## src/rtl/pipeline_hazard_ctrl.sv

```systemverilog
// Stall/flush sequencer for the 5-stage pipeline: load-use, branch-in-MEM,
// multi-cycle data memory handshake, post-reset purge and stall counter.
module pipeline_hazard_ctrl #(
  parameter int INIT_CYCLES = 2,
  parameter int MAX_WAIT    = 16,
  parameter int CNT_W       = 16
) (
  input  logic             clk,
  input  logic             reset_n,
  input  logic [4:0]       id_rs,
  input  logic [4:0]       id_rt,
  input  logic             id_uses_rt,
  input  logic             idex_mem_read,
  input  logic [4:0]       idex_rt,
  input  logic             exmem_branch,
  input  logic             exmem_zero,
  input  logic             mem_req,
  input  logic             mem_ready,
  output logic             pc_write,
  output logic             pc_src,
  output logic             ifid_write,
  output logic             ifid_flush,
  output logic             idex_write,
  output logic             idex_flush,
  output logic             exmem_write,
  output logic             exmem_flush,
  output logic             memwb_flush,
  output logic             mem_error,
  output logic [CNT_W-1:0] stall_cycles
);

  localparam int IW = $clog2(INIT_CYCLES + 1);
  localparam int WW = $clog2(MAX_WAIT + 1);

  typedef enum logic [1:0] {
    S_INIT,
    S_RUN,
    S_WAIT
  } state_e;

  state_e           state_q, state_d;
  logic [IW-1:0]    init_cnt_q, init_cnt_d;
  logic [WW-1:0]    wait_cnt_q, wait_cnt_d;
  logic             mem_error_q, mem_error_d;
  logic [CNT_W-1:0] stall_cycles_q, stall_cycles_d;

  logic mem_stall;
  logic br_taken;
  logic load_use;
  logic init_done;
  logic wait_to;

  assign mem_stall = mem_req & ~mem_ready;
  assign br_taken  = exmem_branch & exmem_zero;
  assign load_use  = idex_mem_read & (idex_rt != 5'd0)
                   & ((idex_rt == id_rs)
                   | (id_uses_rt & (idex_rt == id_rt)));
  assign init_done = (init_cnt_q == IW'(INIT_CYCLES - 1));
  assign wait_to   = (wait_cnt_q == WW'(MAX_WAIT - 1));

  always_ff @(posedge clk or negedge reset_n) begin
    if (!reset_n) begin
      state_q        <= S_INIT;
      init_cnt_q     <= '0;
      wait_cnt_q     <= '0;
      mem_error_q    <= 1'b0;
      stall_cycles_q <= '0;
    end else begin
      state_q        <= state_d;
      init_cnt_q     <= init_cnt_d;
      wait_cnt_q     <= wait_cnt_d;
      mem_error_q    <= mem_error_d;
      stall_cycles_q <= stall_cycles_d;
    end
  end

  always_comb begin
    state_d        = state_q;
    init_cnt_d     = init_cnt_q;
    wait_cnt_d     = wait_cnt_q;
    mem_error_d    = mem_error_q;
    stall_cycles_d = stall_cycles_q;
    unique case (state_q)
      S_INIT: begin
        init_cnt_d = init_cnt_q + IW'(1);
        if (init_done) begin
          state_d = S_RUN;
        end
      end
      S_RUN: begin
        if (mem_stall) begin
          wait_cnt_d = WW'(1);
          state_d    = S_WAIT;
        end
      end
      S_WAIT: begin
        if (mem_ready) begin
          wait_cnt_d = '0;
          state_d    = S_RUN;
        end else if (wait_to) begin
          wait_cnt_d  = '0;
          mem_error_d = 1'b1;
          state_d     = S_RUN;
        end else begin
          wait_cnt_d = wait_cnt_q + WW'(1);
        end
      end
      default: state_d = S_INIT;
    endcase
    // purge cycles are not stalls; saturate instead of wrapping
    if (state_q != S_INIT && !pc_write && stall_cycles_q != '1) begin
      stall_cycles_d = stall_cycles_q + CNT_W'(1);
    end
  end

  always_comb begin
    pc_write    = 1'b1;
    pc_src      = 1'b0;
    ifid_write  = 1'b1;
    ifid_flush  = 1'b0;
    idex_write  = 1'b1;
    idex_flush  = 1'b0;
    exmem_write = 1'b1;
    exmem_flush = 1'b0;
    memwb_flush = 1'b0;
    unique case (state_q)
      S_INIT: begin
        pc_write    = 1'b0;
        ifid_flush  = 1'b1;
        idex_flush  = 1'b1;
        exmem_flush = 1'b1;
        memwb_flush = 1'b1;
      end
      S_RUN, S_WAIT: begin
        if ((state_q == S_RUN && mem_stall)
            || (state_q == S_WAIT && !mem_ready && !wait_to)) begin
          pc_write    = 1'b0;
          ifid_write  = 1'b0;
          idex_write  = 1'b0;
          exmem_write = 1'b0;
          memwb_flush = 1'b1;
        end else if (state_q == S_WAIT && !mem_ready) begin
          pc_write    = 1'b0;
          ifid_write  = 1'b0;
          idex_write  = 1'b0;
          exmem_flush = 1'b1;
          memwb_flush = 1'b1;
        end else if (br_taken) begin
          pc_src      = 1'b1;
          ifid_flush  = 1'b1;
          idex_flush  = 1'b1;
          exmem_flush = 1'b1;
        end else if (load_use) begin
          pc_write   = 1'b0;
          ifid_write = 1'b0;
          idex_flush = 1'b1;
        end
      end
      default: begin
        pc_write = 1'b0;
      end
    endcase
  end

  assign mem_error    = mem_error_q;
  assign stall_cycles = stall_cycles_q;

endmodule

```

## config.mk

```make
export PLATFORM = sky130hd
export DESIGN_NAME = pipeline_hazard_ctrl
export DESIGN_NICKNAME = d
export VERILOG_FILES = /design/src/rtl/pipeline_hazard_ctrl.sv
export SDC_FILE = /design/constraint.sdc
export NUM_CORES = 1
export LEC_CHECK = 0
export CORE_ASPECT_RATIO = 0.7
export CORE_MARGIN = 8
export CORE_UTILIZATION = 54
export DETAILED_ROUTE_END_ITERATION = 10
export DONT_BUFFER_PORTS = 1
export PLACE_DENSITY = 0.69
export REMOVE_ABC_BUFFERS = 1
export SLEW_MARGIN = 20
export SYNTH_ARGS = -nofsm -noshare
export SYNTH_HDL_FRONTEND = slang
export SYNTH_SLANG_ARGS = --single-unit
```

## constraint.sdc

```tcl
create_clock -name clk -period 2.7 [get_ports clk]
set_input_delay 0.54 -clock clk [delete_from_list [all_inputs] [get_ports clk]]
set_output_delay 0.54 -clock clk [all_outputs]
set_load 0.01 [all_outputs]
```

==> impl_results.md <==
* Dpl cell area at 1690 sq um
* Core footprint at 2840 sq um
* Num Clock Sinks at 26
* Clock tree buffer depth at 2
* WL met2 at 1760 um
* CP required at 2.16 ns
* Final Hold Fails at 0
* Top-count cell post-synth: dfrtp_1
* Int Pwr at 0.985 mW
* Post-synth EDFFs at 0
* Sequential Power Share at 34.8%
* Nets@finish at 202
* Tmin final at 2.50 ns
* Post-Syn Area per Cell at 9.87 sq um
* Pins over their slew limit at 0
* Max cap viols at 0
* Switching power at 0.729 mW
* Vias per cell at 6.17
* CTS Buf Count at 3
* Fin Hold WS at 0.0670 ns
* Non-filler cells, final at 207
* Top-area cell type share of the netlist area at 39.7%
* Async S/R FF share, synth at 100%
* Post-route clock period utilization at 92.5%
* Seq/Total Area, Yosys at 39.7%
* Largest net degree at the start of global routing at 27
* Final ANT Viol Nets at 0
* Hpwl dp at 2920 um
* Layout fillers at 239
* Cell Pwr Density at 961 nW/um^2
* Antenna Cells at 0
* Via count at 1278
* CTS H-tree lvls at 1
* Max Clock Skew at 0.00582 ns
* Clock share of power at 18.9%
* Yosys warnings at 0
* R2R setup slack at 0.46 ns
* Highest metal used: met4
* Post-synthesis cell area at 1640 sq um
* Root Driver: clkbuf_8
* Final TNS setup at 0 ns
* Drc violations at 0
* Placed cells at 202
* TritonCTS clock tree: done
* Netlist cell types at 40
* Most used DFF post-synth: dfrtp_1
* Area of the multi-input gates at 955 sq um
* R2R Path Start: state_q[1]$_DFFE_PN0P_
* Post-detailed-route wirelength per cell at 18.3 um
* Cell taking the most area after synthesis: dfrtp_1
* Worst-path clk slew at 0.09 ns
* Outcome: finished, final reports clean
* Total wire length after detailed routing at 3780 um
* I/O Buffers at 0
* Crit end category: primary output
* Area delta synth->final at 8.78%
* Startpoint types: flip-flop
* First drt pass iteration count at 5
* CP max FO at 8
* Total global-route track usage at 15.8%
* Die Width at 81.9 um
* Synth top cells by count: dfrtp_1, nand2_1, xor2_1
* Leak at 0.721 nW
* First-pass GRT wire length at 6210 um
* Setup Fix Bufs, Post-CTS at 0
* Reg area at 651 sq um
* Sw frac at 42.5%
* Worst-Skew Late Latency at 0.28 ns
* Share of layout cells above drive strength 1 at 12.9%
* Gpl congestion at 0.804
* Design area at 1780 sq um
* # IOs at 49
* Type of the worst min-delay path: in -> async
* CP Data Arrival Time at 1.96 ns
* Top achievable clock speed at 0.400 GHz
* Yosys reg bits at 26
* Drt initial violations at 85
* Reg-to-Reg End: stall_cycles[11]$_DFFE_PN0P_
* Metal-1 WL at 1590 um
* Starting Density at 57.7%
* Setup Crit Path Kind: reg -> out
* Worst Reg-to-Reg Cells at 8
* Vias in the first global route at 1229
* Actual slew at the worst max-slew pin at 0.540 ns
* RSZ-0062 raised after global routing: false
* Overflow left after global routing at 0
* Max rail drop VDD at 0.641 mV
* Area contributors post-synth: dfrtp_1, xor2_1, ha_1, xnor2_1, nand2_1
* Combinational Power Share at 46.4%
* Routed wl met3 at 420 um
* Pwr Total at 1.71 mW
* Syn Inst Count at 166
* DIE AREA at 5080 sq um
* Relative slew slack at 64.0%
* Die H at 62.1 um
* Final-report setup violation count at 0
* Initial antenna violation count at 0
* Standard-cell rows at 16
-- cell families (layout without fill, tap and decap cells) --
family          count (synthesis)  in the layout  synth area share [%]
flops                          26             26                  39.7
simple gates                   67             67                  25.0
buf+inv                         8             13                  2.37
fa+ha+maj                       7              7                  5.34
mux                             2              2                  1.53
xor+xnor                       26             26                  13.9
compound gates                 30             30                  12.2
-- per-stage QoR --
| step | setup WS (ns) | utilization (%) |
|---|---|---|
| 3_5_place_dp | 0.377 | 59.3 |
| 6_report | 0.202 | 62.7 |
| 2_1_floorplan | 0.447 | - |
| 3_3_place_gp | 0.406 | 59.3 |
| 5_1_grt | 0.0103 | 62.7 |
| 4_1_cts | 0.114 | 62.5 |
-- power groups by stage --
stage               clock (mW)  sequential, mW  combinational, mW
floorplan                    0           0.576              0.589
global placement             0           0.599              0.739
detailed placement           0           0.605              0.771
CTS                      0.334           0.597              0.789
global route             0.352           0.610              0.869
finish                   0.324           0.596              0.794
-- how the worst max path moves through the flow --
| stage | from | slack [ns] | to |
|---|---|---|---|
| 4_1_cts | state_q[0]$_DFFE_PN0P_ | 0.11 | exmem_flush |
| 3_3_place_gp | idex_rt[1] | 0.41 | stall_cycles[1]$_DFFE_PN0P_ |
| 3_5_place_dp | idex_rt[1] | 0.38 | stall_cycles[14]$_DFFE_PN0P_ |
| 6_report | state_q[1]$_DFFE_PN0P_ | 0.20 | ifid_flush |
| 2_1_floorplan | idex_rt[1] | 0.45 | stall_cycles[1]$_DFFE_PN0P_ |
| 5_1_grt | state_q[1]$_DFFE_PN0P_ | 0.01 | ifid_flush |
-- state kept, by name (all words and copies together), names as in the netlist --
name / count
init_cnt_q: 2
mem_error: 1
stall_cycles: 16
state_q: 2
wait_cnt_q: 5
-- cell type report --
cell class / instances / share of cell area, %
clock buffer: 3 / 2.32
clock inverter: 1 / 1.68
inverter: 5 / 1.05
multi-input combinational: 132 / 53.5
sequential: 26 / 36.5
tap: 36 / 2.53
timing repair buffer: 4 / 2.39
-- cell usage in the layout, fill, tap and decap left out, drive strengths merged, types with 3 or more instances in the layout --
| master | n |
|---|---|
| xor2 | 16 |
| inv | 5 |
| ha | 7 |
| buf | 4 |
| nor4 | 8 |
| and3 | 5 |
| nor2b | 5 |
| nand2 | 20 |
| o21ai | 12 |
| xnor2 | 10 |
| clkbuf | 3 |
| a21oi | 6 |
| nor3b | 3 |
| dfrtp | 26 |
| nor2 | 6 |
| nand3 | 9 |
-- critical path, stage by stage (launching register included) --
cell and delay [ns]:
dfrtp_1 0.41, inv_1 0.08, ha_1 0.28, a21oi_1 0.23, o21ai_1 0.17, nor2_2 0.25, nor2_1 0.06, nor2_1 0.20
-- timing repair --
action / CTS / global route
hold buffers: 1 / 0
setup endpoints to repair: 0 / 3
gates resized for setup: 0 / 3
endpoints found under the hold margin: 26 / 0
-- routing by layer --
| layer | up-vias | global-route usage [%] |
|---|---|---|
| met2 | 61 | 24.8 |
| met5 | - | 0 |
| met4 | 0 | 2.24 |
| li1 | 606 | - |
| met3 | 3 | 7.47 |
| met1 | 608 | 19.8 |
No activity file was read; power rests on OpenSTA's default activity.
